[config.mk]
export PLATFORM = sky130hd
export DESIGN_NAME = systolic_mac_cell_flat
export DESIGN_NICKNAME = d
export VERILOG_FILES = /design/src/rtl/systolic_mac_cell_pkg.sv /design/src/rtl/systolic_mac_cell_if.sv /design/src/rtl/systolic_mac_cell_pipe.sv /design/src/rtl/systolic_mac_cell.sv /design/src/flat_wrapper.sv
export SDC_FILE = /design/constraint.sdc
export NUM_CORES = 1
export LEC_CHECK = 0
export ABC_AREA = 1
export CAP_MARGIN = 10
export CORE_MARGIN = 5
export CORE_UTILIZATION = 37
export CTS_BUF_LIST = sky130_fd_sc_hd__clkbuf_2 sky130_fd_sc_hd__clkbuf_4 sky130_fd_sc_hd__clkbuf_8
export DETAILED_ROUTE_END_ITERATION = 12
export PLACE_DENSITY_LB_ADDON = 0.1
export SYNTH_ARGS = -nofsm -noshare
export SYNTH_HDL_FRONTEND = slang
export SYNTH_SLANG_ARGS = --single-unit
[constraint.sdc]
create_clock -name clk -period 8.5 [get_ports clk]
set_input_delay 1.275 -clock clk [delete_from_list [all_inputs] [get_ports clk]]
set_output_delay 1.275 -clock clk [all_outputs]
set_load 0.05 [all_outputs]
[src/rtl/systolic_mac_cell_pkg.sv]
// Shared types, defaults and saturating add for the systolic MAC cell.
// SYSTOLIC_MAC_SAT_EN selects clamped arithmetic in systolic_mac_pipe.
package systolic_pkg;

  localparam int DATA_W_DEFAULT      = 16;
  localparam int ACC_W_DEFAULT       = 40;
  localparam int SYS_MAC_LAT_DEFAULT = 3;
  localparam int SUM_W               = ACC_W_DEFAULT + 1;

  typedef logic signed [DATA_W_DEFAULT-1:0] data_t;
  typedef logic signed [ACC_W_DEFAULT-1:0]  acc_t;

  // Adds two values that are sign-extended from 'width' bits and clamps the
  // result to the signed range of 'width' bits. width must not exceed ACC_W_DEFAULT.
  function automatic acc_t sat_add(input acc_t a, input acc_t b, input int width,
                                   output logic ovf);
    logic signed [SUM_W-1:0] full;
    logic signed [SUM_W-1:0] hi;
    logic signed [SUM_W-1:0] lo;
    acc_t                    res;
    full = {a[ACC_W_DEFAULT-1], a} + {b[ACC_W_DEFAULT-1], b};
    hi   = (SUM_W'(1) << (width - 1)) - SUM_W'(1);
    lo   = -hi - SUM_W'(1);
    ovf  = 1'b0;
    res  = full[ACC_W_DEFAULT-1:0];
    if (full > hi) begin
      res = hi[ACC_W_DEFAULT-1:0];
      ovf = 1'b1;
    end else if (full < lo) begin
      res = lo[ACC_W_DEFAULT-1:0];
      ovf = 1'b1;
    end
    return res;
  endfunction

endpackage

[src/rtl/systolic_mac_cell_if.sv]
// Data, partial-sum, weight-chain and swap signals of one processing element.
// The cell itself uses the slave modport; whoever drives the cell uses master.
interface systolic_mac_cell_if #(
  parameter int DATA_W = 16,
  parameter int ACC_W  = 40
);
  logic                     enable;
  logic                     in_valid;
  logic signed [DATA_W-1:0] in_data;
  logic signed [ACC_W-1:0]  in_sum;
  logic                     out_valid;
  logic signed [DATA_W-1:0] out_data;
  logic                     out_dvalid;
  logic signed [ACC_W-1:0]  out_sum;
  logic                     out_ovf;
  logic                     w_in_valid;
  logic signed [DATA_W-1:0] w_in;
  logic                     w_out_valid;
  logic signed [DATA_W-1:0] w_out;
  logic                     swap_in;
  logic                     swap_out;

  modport slave (
    input  enable, in_valid, in_data, in_sum, w_in_valid, w_in, swap_in,
    output out_valid, out_data, out_dvalid, out_sum, out_ovf, w_out_valid, w_out, swap_out
  );

  modport master (
    output enable, in_valid, in_data, in_sum, w_in_valid, w_in, swap_in,
    input  out_valid, out_data, out_dvalid, out_sum, out_ovf, w_out_valid, w_out, swap_out
  );
endinterface

[src/rtl/systolic_mac_cell_pipe.sv]
// Multiply-add with a MAC_LAT-deep result/valid/overflow delay line.
// Stage 0 registers the operands and the weight that was active when they
// were sampled; the sum is formed from those registers and delayed MAC_LAT-1 more.
// SYSTOLIC_MAC_SAT_EN: clamp to the ACC_W range and flag clamped valid results.
module systolic_mac_pipe
  import systolic_pkg::*;
#(
  parameter int DATA_W  = DATA_W_DEFAULT,
  parameter int ACC_W   = ACC_W_DEFAULT,
  parameter int MAC_LAT = SYS_MAC_LAT_DEFAULT
) (
  input  logic                     clk,
  input  logic                     reset,
  input  logic                     enable,
  input  logic                     in_valid,
  input  logic signed [DATA_W-1:0] in_data,
  input  logic signed [DATA_W-1:0] weight,
  input  logic signed [ACC_W-1:0]  in_sum,
  output logic                     out_valid,
  output logic signed [ACC_W-1:0]  out_sum,
  output logic                     out_ovf
);

  logic                       s0_valid;
  logic signed [DATA_W-1:0]   s0_data;
  logic signed [DATA_W-1:0]   s0_w;
  logic signed [ACC_W-1:0]    s0_sum;
  logic signed [2*DATA_W-1:0] prod;
  logic signed [ACC_W-1:0]    prod_ext;
  logic signed [ACC_W-1:0]    mac_sum;
  logic                       mac_ovf;

  // Stage 0: capture operands together with the weight active at sampling time
  always_ff @(posedge clk) begin
    if (reset) begin
      s0_valid <= 1'b0;
      s0_data  <= '0;
      s0_w     <= '0;
      s0_sum   <= '0;
    end else if (enable) begin
      s0_valid <= in_valid;
      s0_data  <= in_data;
      s0_w     <= weight;
      s0_sum   <= in_sum;
    end
  end

  assign prod     = (2*DATA_W)'(s0_data) * (2*DATA_W)'(s0_w);
  assign prod_ext = ACC_W'(prod);

`ifdef SYSTOLIC_MAC_SAT_EN
  acc_t sat_res;
  logic clamp;

  // Clamped multiply-add; overflow is only reported for valid results
  always_comb begin
    clamp   = 1'b0;
    sat_res = sat_add(acc_t'(s0_sum), acc_t'(prod_ext), ACC_W, clamp);
    mac_sum = sat_res[ACC_W-1:0];
    mac_ovf = s0_valid & clamp;
  end
`else
  // Wrap-around multiply-add; overflow never reported
  always_comb begin
    mac_sum = s0_sum + prod_ext;
    mac_ovf = 1'b0;
  end
`endif

  if (MAC_LAT > 1) begin : g_dly
    localparam int N = MAC_LAT - 1;
    logic                    d_valid [N];
    logic signed [ACC_W-1:0] d_sum   [N];
    logic                    d_ovf   [N];

    // Result delay line; reset drops anything in flight
    always_ff @(posedge clk) begin
      if (reset) begin
        for (int i = 0; i < N; i++) begin
          d_valid[i] <= 1'b0;
          d_sum[i]   <= '0;
          d_ovf[i]   <= 1'b0;
        end
      end else if (enable) begin
        d_valid[0] <= s0_valid;
        d_sum[0]   <= mac_sum;
        d_ovf[0]   <= mac_ovf;
        for (int i = 1; i < N; i++) begin
          d_valid[i] <= d_valid[i-1];
          d_sum[i]   <= d_sum[i-1];
          d_ovf[i]   <= d_ovf[i-1];
        end
      end
    end

    assign out_valid = d_valid[N-1];
    assign out_sum   = d_sum[N-1];
    assign out_ovf   = d_ovf[N-1];
  end else begin : g_nodly
    assign out_valid = s0_valid;
    assign out_sum   = mac_sum;
    assign out_ovf   = mac_ovf;
  end

endmodule

[src/rtl/systolic_mac_cell.sv]
// Weight-stationary systolic processing element.
// Holds the east data register, the shadow/active weight pair and the
// weight-chain / swap ripple registers; the MAC itself lives in systolic_mac_pipe.
// SYSTOLIC_MAC_SAT_EN (see systolic_mac_pipe) selects saturating arithmetic.
module systolic_mac_cell
  import systolic_pkg::*;
#(
  parameter int DATA_W  = DATA_W_DEFAULT,
  parameter int ACC_W   = ACC_W_DEFAULT,
  parameter int MAC_LAT = SYS_MAC_LAT_DEFAULT
) (
  input logic                clk,
  input logic                reset,
  systolic_mac_cell_if.slave bus
);

  logic signed [DATA_W-1:0] shadow_w;
  logic signed [DATA_W-1:0] active_w;
  logic signed [DATA_W-1:0] data_q;
  logic                     dvalid_q;
  logic signed [DATA_W-1:0] w_out_q;
  logic                     w_out_valid_q;
  logic                     swap_q;

  // East data register, weight double buffer and chain/swap ripple.
  // Swap reads the pre-load shadow, so a simultaneous load and swap
  // activates the old shadow while the new weight lands in the shadow.
  always_ff @(posedge clk) begin
    if (reset) begin
      shadow_w      <= '0;
      active_w      <= '0;
      data_q        <= '0;
      dvalid_q      <= 1'b0;
      w_out_q       <= '0;
      w_out_valid_q <= 1'b0;
      swap_q        <= 1'b0;
    end else if (bus.enable) begin
      data_q   <= bus.in_data;
      dvalid_q <= bus.in_valid;
      swap_q   <= bus.swap_in;
      if (bus.swap_in) active_w <= shadow_w;
      if (bus.w_in_valid) begin
        shadow_w      <= bus.w_in;
        w_out_q       <= shadow_w;
        w_out_valid_q <= 1'b1;
      end else begin
        w_out_valid_q <= 1'b0;
      end
    end
  end

  assign bus.out_data    = data_q;
  assign bus.out_dvalid  = dvalid_q;
  assign bus.w_out       = w_out_q;
  assign bus.w_out_valid = w_out_valid_q;
  assign bus.swap_out    = swap_q;

  systolic_mac_pipe #(
    .DATA_W (DATA_W),
    .ACC_W  (ACC_W),
    .MAC_LAT(MAC_LAT)
  ) u_pipe (
    .clk      (clk),
    .reset    (reset),
    .enable   (bus.enable),
    .in_valid (bus.in_valid),
    .in_data  (bus.in_data),
    .weight   (active_w),
    .in_sum   (bus.in_sum),
    .out_valid(bus.out_valid),
    .out_sum  (bus.out_sum),
    .out_ovf  (bus.out_ovf)
  );

endmodule

[src/flat_wrapper.sv]
// flat-port wrapper written by rule: the top's interface ports become plain ports
module systolic_mac_cell_flat import systolic_pkg::*;
#(
  parameter int DATA_W  = DATA_W_DEFAULT,
  parameter int ACC_W   = ACC_W_DEFAULT,
  parameter int MAC_LAT = SYS_MAC_LAT_DEFAULT
)
  (clk, reset, bus_enable, bus_in_valid, bus_in_data, bus_in_sum, bus_w_in_valid, bus_w_in, bus_swap_in, bus_out_valid, bus_out_data, bus_out_dvalid, bus_out_sum, bus_out_ovf, bus_w_out_valid, bus_w_out, bus_swap_out);
  systolic_mac_cell_if #(.DATA_W(DATA_W), .ACC_W(ACC_W)) bus_i ();
  input logic clk;
  input logic reset;
  input wire logic [$bits(bus_i.enable)-1:0] bus_enable;
  input wire logic [$bits(bus_i.in_valid)-1:0] bus_in_valid;
  input wire logic [$bits(bus_i.in_data)-1:0] bus_in_data;
  input wire logic [$bits(bus_i.in_sum)-1:0] bus_in_sum;
  input wire logic [$bits(bus_i.w_in_valid)-1:0] bus_w_in_valid;
  input wire logic [$bits(bus_i.w_in)-1:0] bus_w_in;
  input wire logic [$bits(bus_i.swap_in)-1:0] bus_swap_in;
  output wire logic [$bits(bus_i.out_valid)-1:0] bus_out_valid;
  output wire logic [$bits(bus_i.out_data)-1:0] bus_out_data;
  output wire logic [$bits(bus_i.out_dvalid)-1:0] bus_out_dvalid;
  output wire logic [$bits(bus_i.out_sum)-1:0] bus_out_sum;
  output wire logic [$bits(bus_i.out_ovf)-1:0] bus_out_ovf;
  output wire logic [$bits(bus_i.w_out_valid)-1:0] bus_w_out_valid;
  output wire logic [$bits(bus_i.w_out)-1:0] bus_w_out;
  output wire logic [$bits(bus_i.swap_out)-1:0] bus_swap_out;
  assign bus_i.enable = bus_enable;
  assign bus_i.in_valid = bus_in_valid;
  assign bus_i.in_data = bus_in_data;
  assign bus_i.in_sum = bus_in_sum;
  assign bus_i.w_in_valid = bus_w_in_valid;
  assign bus_i.w_in = bus_w_in;
  assign bus_i.swap_in = bus_swap_in;
  assign bus_out_valid = bus_i.out_valid;
  assign bus_out_data = bus_i.out_data;
  assign bus_out_dvalid = bus_i.out_dvalid;
  assign bus_out_sum = bus_i.out_sum;
  assign bus_out_ovf = bus_i.out_ovf;
  assign bus_w_out_valid = bus_i.w_out_valid;
  assign bus_w_out = bus_i.w_out;
  assign bus_swap_out = bus_i.swap_out;
  systolic_mac_cell #(.DATA_W(DATA_W), .ACC_W(ACC_W), .MAC_LAT(MAC_LAT)) u_core (.clk(clk), .reset(reset), .bus(bus_i));
endmodule
==> summary.txt, run 1 <==
Yosys
  – Sequential area share after synthesis: 23.4%
  – Multiplexer area fraction after synthesis: 0%
  – Post-Synthesis Cells: 2604
  – Synth Area per Inst: 8.09 um2
  – Synthesized area: 21100 um2
  – Synth Area in Compound Gates: 4.36%
  – XOR/XNOR Fraction of Synth Area: 0.249%
  – Syn Nets: 3127
  – Synth top area cells: fa_1 31%, inv_1 12%, dfxtp_1 12%
  – Largest family of logic cells by synthesized area: adder cells
  – Post-synthesis adder-cell area fraction: 38.2%
  – Simple-Gate Fraction of Synth Area: 18.2%
  – Cell taking the most area after synthesis: fa_1
  – Post-synthesis register bit count: 205
  – Synth unique cells: 37
  – Synth top area share: 31.3%
  – Synth warnings: 0

CTS
  – # Post-CTS Setup Buffers: 0
  – CTS sink count: 205
  – CTS tree: done
  – Post-CTS Hold Buffers: 0
  – Worst-path clk slew: 0.07 ns
  – Clock root buffer master: clkbuf_8
  – # resized after CTS: 0
  – Max clock buf depth: 3
  – CTS Buf Count: 41
  – Clk Latency, worst-skew pair: 0.62 ns
  – H-Tree Depth: 2

Detailed routing
  – WL per Instance: 16.7 um
  – Routed WL: 57700 um
  – Detail Route Antenna Nets: 0
  – DRT Pass-1 Iters: 5
  – Drt via density: 4.52
  – Residual DRC: 0
  – Initial drt markers: 722
  – Via count: 15649

Floorplan
  – Die width: 249 um
  – Die area: 61800 um2
  – Core area: 56400 um2
  – Row count: 87
  – Die Ht: 249 um
  – Initial Util: 37.4%
  – # IOs: 155

Job
  – Max Cap Viol: 0

Global routing
  – Initial antenna violation count: 1
  – GR Overflow Total: 0
  – M2 GR Usage: 33.0%
  – Vias in the first global route: 17057
  – GR Util All Layers: 19.1%
  – First-pass GRT wire length: 94000 um
  – Pin count of the biggest net entering global routing: 83
  – Most used routing layer: met2
  – Grt met1 use: 24.8%
  – Global routing met3 resource utilization: 2.95%

STA
  – FMAX: 153 MHz
  – Final hold viol count: 0
  – Part of the cycle the worst path needs: 76.7%
  – Slew HR: 32.2%
  – Post-route setup TNS: 0 ns
  – Clock Skews: 0.0553 ns
  – Final setup viols: 0
  – Final min period: 6.52 ns
  – Final Max Tran Viols: 0
  – RSZ-0062 raised after global routing: false
  – Worst Max-Slew Pin Slew: 1.02 ns

Min path
  – Worst Hold End: u_core.active_w[11]
  – Hold Path Stages: 2
  – Hold path startpoint: u_core.active_w[11]
  – Hold WC Path Type: reg2reg

Cells and area
  – Commonest non-fill, non-tap cell in the layout: inv_1
  – # fillers: 5875
  – Design Area, Final: 23900 um2
  – Storage cell area: 4920 um2
  – Area occupied by multi-input gates: 12900 um2
  – Most frequent cells in the layout: 677 x inv_1, 592 x nand2_1, 330 x fa_1
  – Layout Nets: 3195
  – Area delta synth->final: 13.5%
  – Ratio of cells with drive above 1 in the final layout: 5.22%

Place
  – Gpl congestion: 0.891
  – Cell Area, Placed: 23000 um2
  – DP HPWL: 46500 um
  – Port Buf Inserts: 153

Power and ir drop
  – Max IR drop VDD: 0.121 mV
  – Leakage: 12.9 nW
  – P per Cell Area: 123 nW/um2

Worst setup path
  – Startpoint types: register
  – RR Startpoint: u_core.bus.out_data[15]
  – Worst R2R End: u_core.u_pipe.g_dly.d_sum[0][39]
  – Worst path cell trace: nand2_1, inv_1, fa_1, fa_1, fa_1, inv_1, fa_1, inv_1, fa_1, inv_1, fa_1, inv_1, ha_1, nand2_1, nor2_1, nand2_1, nor2_1, nand3_1, nand3_1, nand2_1, nand2_1, nor2_1
  – Req. time, crit path: 8.88 ns
  – Slowest cell on crit path: fa_1
  – Critical Path Sink Type: register
  – Most used cell, CP: fa_1
  – Largest delay share family, worst path: adder cells
  – Worst path arrival time: 6.90 ns
  – R2R depth: 22
  – Setup CP Type: reg2reg
  – Worst path max stage delay: 0.76 ns
  – Worst Path Max Fanout: 18
  – Bufs and invs on worst path: 5
  – Reg2Reg Setup Slack: 1.98 ns

Status
  – Outcome: complete, no violations
==> Yosys cell counts (all sizes together) <==
| cell type | number |
|---|---|
| clkbuf | 86 |
| a21oi | 69 |
| nor2 | 221 |
| xnor2 | 3 |
| and2 | 1 |
| ha | 115 |
| nand3 | 98 |
| conb | 1 |
| nor3 | 9 |
| nand2b | 2 |
| edfxtp | 82 |
| dfxtp | 123 |
| buf | 62 |
| o21a | 4 |
| fa | 330 |
| o21bai | 9 |
| inv | 682 |
| nand3b | 4 |
| nand2 | 609 |
| o21ai | 86 |
| o211ai | 1 |
| nand4 | 4 |
| xor2 | 3 |
==> sequential cells by signal (all words and copies together) (netlist names) <==
| signal | flops |
|---|---|
| u_core.active_w | 16 |
| u_core.bus.out_data | 16 |
| u_core.bus.out_dvalid | 1 |
| u_core.bus.swap_out | 1 |
| u_core.bus.w_out | 16 |
| u_core.bus.w_out_valid | 1 |
| u_core.shadow_w | 16 |
| u_core.u_pipe.g_dly.d_sum | 80 |
| u_core.u_pipe.g_dly.d_valid | 2 |
| u_core.u_pipe.s0_sum | 40 |
| u_core.u_pipe.s0_w | 16 |
==> routing by layer <==
metal  vias up  wire (um)
met1      7626      25800
li1       7668          -
met2       277      27900
met5         -          0
met4         0       1830
met3        78       2170
==> report_power, final <==
part	total [mW]	internal (mW)	switching (mW)
combinational	0.636	0.226	0.410
sequential	1.15	1.09	0.0605
clock	1.16	0.697	0.465
total	2.95	2.01	0.936
==> kinds of logic (layout without fill, tap and decap cells) <==
group	Yosys count	in the layout
adder cells (fa/ha/maj)	445	445
flip-flops	205	205
buffers and inverters	830	928
AND/OR/NAND/NOR	948	948
AO/OA/AOI/OAI	169	169
other	1	2
XOR/XNOR	6	6
==> worst register-to-register path, cell delays in order (launching register included) <==
cell and delay, ns:
dfxtp_1 0.69, nand2_1 0.24, inv_1 0.14, fa_1 0.54
fa_1 0.67, fa_1 0.60, inv_1 0.14, fa_1 0.76
inv_1 0.16, fa_1 0.50, inv_1 0.05, fa_1 0.48
inv_1 0.05, ha_1 0.33, nand2_1 0.10, nor2_1 0.19
nand2_1 0.11, nor2_1 0.16, nand3_1 0.11, nand3_1 0.11
nand2_1 0.06, nand2_1 0.06, nor2_1 0.05
==> cell type report <==
type / count / area share [%]
inverter: 682 / 10.7
clock buffer: 56 / 2.96
multi-input combinational: 1569 / 53.8
tap: 756 / 3.96
clock inverter: 17 / 0.947
antenna: 1 / 0.0105
timing repair buffer: 173 / 7.03
sequential: 205 / 20.6
==> worst max path at each step <==
| stage | start | to | slack [ns] | cells after the start |
|---|---|---|---|---|
| CTS | u_core.bus.out_data[15] | u_core.u_pipe.g_dly.d_sum[0][39] | 1.96 | 22 |
| floorplan | u_core.bus.out_data[15] | u_core.u_pipe.g_dly.d_sum[0][39] | 2.19 | 24 |
| global placement | u_core.bus.out_data[15] | u_core.u_pipe.g_dly.d_sum[0][39] | 2.16 | 22 |
| finish | u_core.bus.out_data[15] | u_core.u_pipe.g_dly.d_sum[0][39] | 1.98 | 22 |
| global route | u_core.bus.out_data[15] | u_core.u_pipe.g_dly.d_sum[0][37] | 1.42 | 22 |
| detailed placement | u_core.bus.out_data[15] | u_core.u_pipe.g_dly.d_sum[0][39] | 1.97 | 22 |
==> metrics by stage <==
step	std cells	utilization, %	hold slack, ns	setup WS (ns)	total power, mW
2_1_floorplan	2604	-	0.424	2.19	1.59
3_3_place_gp	3385	40.8	0.438	2.16	1.81
3_5_place_dp	3385	40.8	0.440	1.97	1.82
4_1_cts	3458	42.4	0.449	1.96	3.01
5_1_grt	3459	42.4	0.471	1.42	3.14
6_report	3459	42.4	0.448	1.98	2.95
Note: power is estimated with default switching activity, not from simulation.
==> inputs of run 2 (changes only) <==
- clock period: 8.5 -> 6.2 ns (I/O delays scaled with it)
==> run 2 against run 1 <==
Critical path depth is 1 lower. Via count increased by 2.0%. Global-route usage barely moved. Utilization rose by 0.42 points. Critical endpoint is now u_core.u_pipe.g_dly.d_sum[0][37]. Largest cell class unchanged. Largest power group is now sequential cells.
==> summary.txt, run 2 (same netlist as run 1, synthesis figures left out) <==
Status
  – Outcome: complete, no violations

Power and ir drop
  – Internal: 2.58 mW
  – Max IR drop VDD: 0.118 mV
  – Leakage: 13.0 nW
  – Power share of the combinational group: 23.7%
  – Clock Power Share: 36.1%
  – Switching Share: 33.4%
  – P per Cell Area: 160 nW/um2
  – Switching pwr: 1.30 mW
  – Total power draw: 3.87 mW
  – Sequential share of power: 40.2%

Worst setup path
  – Worst path arrival time: 6.26 ns
  – Critical Path Sink Type: register
  – Worst Path Max Fanout: 6
  – Setup CP Type: reg2reg
  – Worst path max stage delay: 0.61 ns
  – Bufs and invs on worst path: 5
  – Slowest cell on crit path: fa_2
  – Most used cell, CP: fa_1
  – Largest delay share family, worst path: adder cells
  – Req. time, crit path: 6.56 ns
  – Startpoint types: register
  – Reg2Reg Setup Slack: 0.30 ns
  – Worst path cell trace: nand2_1, fa_2, fa_1, inv_1, fa_1, inv_1, fa_1, buf_4, fa_1, inv_1, fa_1, ha_2, nand2_1, nor2_1, nand2_1, nor2_1, nand4_1, nand3_1, nand2_1, inv_1, nor2_1

STA
  – Part of the cycle the worst path needs: 95.1%
  – Post-route setup TNS: 0 ns
  – Final Max Tran Viols: 0
  – FMAX: 170 MHz
  – Hold slack final: 0.451 ns
  – Final hold viol count: 0
  – Final worst setup slack: 0.301 ns
  – RSZ-0062 raised after global routing: true
  – Clock Skews: 0.0252 ns
  – Final min period: 5.90 ns
  – Worst Max-Slew Pin Slew: 0.978 ns
  – Final setup viols: 0
  – Slew HR: 34.7%

Global routing
  – Vias in the first global route: 17553
  – First-pass GRT wire length: 94600 um
  – GR Overflow Total: 0
  – Pin count of the biggest net entering global routing: 65
  – Initial antenna violation count: 0
  – GR Util All Layers: 19.1%

CTS
  – Clk Latency, worst-skew pair: 0.61 ns
  – # Post-CTS Setup Buffers: 0
  – CTS tree: done
  – H-Tree Depth: 2
  – Worst-path clk slew: 0.06 ns
  – CTS Buf Count: 41
  – CTS sink count: 205
  – Max clock buf depth: 3
  – Clock root buffer master: clkbuf_8

Cells and area
  – Final cell count without fillers: 3494
  – # fillers: 5862
  – Ratio of cells with drive above 1 in the final layout: 7.05%
  – Storage cell area: 4930 um2
  – Area delta synth->final: 14.6%
  – Most frequent cells in the layout: 677 x inv_1, 592 x nand2_1, 326 x fa_1
  – Largest registers: u_core.u_pipe.g_dly.d_sum: 80 flops, u_core.u_pipe.s0_sum: 40 flops
  – Largest Register: u_core.u_pipe.g_dly.d_sum
  – Area occupied by multi-input gates: 12900 um2
  – Layout Nets: 3230
  – Commonest non-fill, non-tap cell in the layout: inv_1
  – Post-Route Utilization: 42.8%
  – Design Area, Final: 24200 um2
  – Max FFs per register: 80

Place
  – Placed insts: 3420
  – DP HPWL: 47400 um
  – Gpl congestion: 0.887
  – Cell Area, Placed: 23300 um2
  – Port Buf Inserts: 153
  – Pre-CTS setup slack: -0.0733 ns

Floorplan
  – Initial Util: 37.4%
  – Die width: 249 um
  – Die Ht: 249 um
  – Core area: 56400 um2
  – Die area: 61800 um2
  – Row count: 87
  – # IOs: 155

Detailed routing
  – Initial drt markers: 966
  – DRT Pass-1 Iters: 5
  – Detail Route Antenna Nets: 0
  – WL per Instance: 16.6 um
  – Residual DRC: 0
  – Drt via density: 4.57
  – Routed WL: 57900 um
  – Via count: 15956

Job
  – Max Cap Viol: 0

Min path
  – Hold WC Path Type: reg2reg
==> run 2: cell types whose count changed in the layout (fill, tap and decap cells not counted), sizes merged <==
| cell | change |
|---|---|
| clkbuf | +2 |
| bufinv | -5 |
| buf | +35 |
| clkinvlp | +4 |
| inv | +1 |
| clkinv | -2 |
==> run 2: timing repair <==
item,in CTS,in global routing
hold buffers,0,0
resized for setup,1,20
endpoints found under the setup margin,2,17
hold endpoints to repair,0,0
==> run 2: worst paths after layout <==
path                          startpoint                               end  cells after the start
setup / recovery  u_core.u_pipe.s0_w[10]  u_core.u_pipe.g_dly.d_sum[0][37]                     21
hold reg to reg       u_core.active_w[9]                u_core.active_w[9]                      2
hold / removal        u_core.active_w[9]                u_core.active_w[9]                      2
setup reg to reg  u_core.u_pipe.s0_w[10]  u_core.u_pipe.g_dly.d_sum[0][37]                     21
==> run 2: worst reg2reg max path, stage by stage (launching register included) <==
cell,delay [ns]
dfxtp_1,0.47
nand2_1,0.21
fa_2,0.61
fa_1,0.57
inv_1,0.08
fa_1,0.54
inv_1,0.06
fa_1,0.47
buf_4,0.18
fa_1,0.47
inv_1,0.05
fa_1,0.46
ha_2,0.44
nand2_1,0.12
nor2_1,0.17
nand2_1,0.11
nor2_1,0.18
nand4_1,0.19
nand3_1,0.13
nand2_1,0.05
inv_1,0.05
nor2_1,0.04
==> run 2: layout make-up <==
| cell class | instances | share of cell area, % |
|---|---|---|
| flip-flops and latches | 205 | 20.4 |
| multi-input cells | 1569 | 53.5 |
| well taps | 756 | 3.92 |
| clock buffers | 58 | 2.97 |
| repair buffers | 208 | 8.21 |
| inverters | 682 | 10.6 |
| clock inverters | 15 | 0.414 |
| diodes | 1 | 0.0104 |
==> run 2: power groups by stage <==
stage          clock (mW)  combinational, mW  sequential (mW)
4_1_cts              1.47              0.925             1.56
3_3_place_gp            0              0.912             1.59
3_5_place_dp            0              0.919             1.59
5_1_grt              1.52               1.03             1.57
6_report             1.40              0.919             1.56
2_1_floorplan           0              0.586             1.60
==> run 2: per-layer routing <==
layer | vias to the layer above | routed length, um | GRT usage [%]
met3 | 88 | 2440 | 2.86
met2 | 342 | 28500 | 33.8
met4 | 0 | 1850 | 5.80
met1 | 7787 | 25100 | 24.4
li1 | 7739 | - | -
met5 | - | 0 | 0
==> inputs of run 3 (changes only) <==
- CORE_MARGIN: 5 -> not set
- TNS_END_PERCENT: not set -> 5
==> run 3 against run 2 <==
The flow now finishes with violations (DRC). Hold slack worse by 0.0060 ns. Power up 6.2%. Setup slack better by 0.030 ns.
==> summary.txt, run 3 (same netlist as run 1, synthesis figures left out) <==
Detailed routing
  – Initial drt markers: 644
  – Drt via density: 4.51
  – WL per Instance: 16.5 um
  – Detail Route Antenna Nets: 0
  – Residual DRC: 2
  – DRT Pass-1 Iters: 9
  – Met1 wire length: 25700 um
  – Met3 Wirelength: 1910 um
  – Via count: 15820
  – Metal2 WL: 28000 um
  – Max layer used: met4
  – Routed WL: 57800 um

Worst setup path
  – R2R depth: 20
  – RR Startpoint: u_core.u_pipe.s0_w[2]
  – Worst path arrival time: 6.25 ns
  – Crit. Startpoint: u_core.u_pipe.s0_w[2]
  – Worst Path Max Fanout: 16
  – Startpoint types: register
  – Critical Path Sink Type: register
  – Setup CP Type: reg2reg
  – Req. time, crit path: 6.59 ns

Power and ir drop
  – Max IR drop VDD: 0.245 mV
  – Internal: 2.80 mW
  – P per Cell Area: 169 nW/um2
  – Power share of the combinational group: 22.2%
  – Sequential share of power: 37.8%
  – Switching pwr: 1.32 mW
  – Clock Power Share: 39.9%
  – Leakage: 13.1 nW
  – Switching Share: 32.0%

Cells and area
  – Ant diodes: 0
  – Ratio of cells with drive above 1 in the final layout: 7.38%
  – Layout Nets: 3241
  – Design Area, Final: 24400 um2
  – Commonest non-fill, non-tap cell in the layout: inv_1
  – Largest registers: u_core.u_pipe.g_dly.d_sum: 80 flops, u_core.u_pipe.s0_sum: 40 flops
  – Area delta synth->final: 15.6%
  – Largest Register: u_core.u_pipe.g_dly.d_sum
  – Most frequent cells in the layout: 677 x inv_1, 592 x nand2_1, 326 x fa_1
  – Max FFs per register: 80

STA
  – Final hold viol count: 0
  – Part of the cycle the worst path needs: 94.7%
  – Final Max Tran Viols: 0
  – Slew HR: 33.3%
  – Clock Skews: 0.0228 ns
  – RSZ-0062 raised after global routing: false
  – Worst Max-Slew Pin Slew: 1.00 ns
  – Final setup viols: 0
  – Post-route setup TNS: 0 ns
  – FMAX: 170 MHz
  – Final min period: 5.87 ns
  – Final worst setup slack: 0.331 ns

CTS
  – Clock root buffer master: clkbuf_8
  – CTS Buf Count: 44
  – CTS tree: done
  – H-Tree Depth: 2
  – Clk Latency, worst-skew pair: 0.62 ns
  – Worst-path clk slew: 0.06 ns
  – CTS sink count: 205
  – Max clock buf depth: 3

Status
  – Failing checks: DRC
  – Outcome: finished with violations

Floorplan
  – Initial Util: 37.4%
  – Die Ht: 241 um
  – Die area: 57900 um2
  – Row count: 87
  – Die width: 241 um
  – Core area: 56400 um2
  – # IOs: 155

Global routing
  – Vias in the first global route: 16895
  – GR Overflow Total: 0
  – GR Util All Layers: 21.1%
  – Initial antenna violation count: 0
  – First-pass GRT wire length: 93100 um
  – Pin count of the biggest net entering global routing: 73

Place
  – Gpl congestion: 0.908
  – Cell Area, Placed: 23300 um2
  – DP HPWL: 47200 um
  – Port Buf Inserts: 153
  – Pre-CTS setup slack: 0.0934 ns

Min path
  – Hold path startpoint: u_core.active_w[0]
  – Hold WC Path Type: reg2reg
  – Hold Path Stages: 2

Job
  – Max Cap Viol: 0
-- run 3: path summary, 6_finish.rpt --
path	slack [ns]	to
hold / removal	0.45	u_core.active_w[0]
setup / recovery	0.33	u_core.u_pipe.g_dly.d_sum[0][23]
setup reg to reg	0.33	u_core.u_pipe.g_dly.d_sum[0][23]
hold reg to reg	0.45	u_core.active_w[0]
-- run 3: layout make-up --
cell class | instances | area, um2
Fill cell | 5819 | 32000
Multi-Input combinational cell | 1569 | 12900
Sequential cell | 205 | 4940
Inverter | 682 | 2560
Timing Repair Buffer | 216 | 2030
Tap cell | 756 | 946
Clock buffer | 61 | 771
Clock inverter | 18 | 211
-- run 3: worst max-delay path: stages (launching register included) --
cell,delay (ns)
dfxtp_1,0.37
buf_4,0.28
nand2_1,0.11
fa_1,0.51
inv_1,0.06
fa_1,0.53
inv_1,0.06
fa_1,0.56
inv_1,0.08
fa_1,0.49
fa_1,0.49
inv_1,0.05
fa_1,0.47
inv_1,0.04
ha_1,0.40
nand2_2,0.11
nor2_1,0.18
nand2_1,0.14
nor3_1,0.33
nor3_1,0.09
nor2_1,0.28
-- run 3: power by group through the flow --
stage | combinational (mW) | clock (mW) | sequential [mW]
2_1_floorplan | 0.586 | 0 | 1.60
3_3_place_gp | 0.916 | 0 | 1.59
3_5_place_dp | 0.921 | 0 | 1.59
4_1_cts | 0.926 | 1.71 | 1.56
5_1_grt | 1.03 | 1.78 | 1.57
6_report | 0.914 | 1.64 | 1.56
-- run 3: repair_timing --
action                                  4_1_cts  5_1_grt
resized for setup                             0       19
hold buffers                                  0        0
setup buffers                                 0        0
endpoints found under the setup margin        0       17
-- run 3: layer usage --
metal	vias up	global-route usage, %
li1	7770	-
met1	7708	27.1
met2	256	36.2
met3	86	2.80
met4	0	7.82
met5	-	0
-- run 3: metrics by stage --
step | total power, mW | std cells | hold slack [ns] | utilization (%)
after CTS | 4.20 | 3507 | 0.450 | 43.1
after detailed placement | 2.51 | 3428 | 0.442 | 41.4
after global placement | 2.50 | 3428 | 0.440 | 41.4
after global routing | 4.38 | 3507 | 0.463 | 43.2
after floorplan | 2.19 | 2604 | 0.424 | -
final | 4.11 | 3507 | 0.445 | 43.2
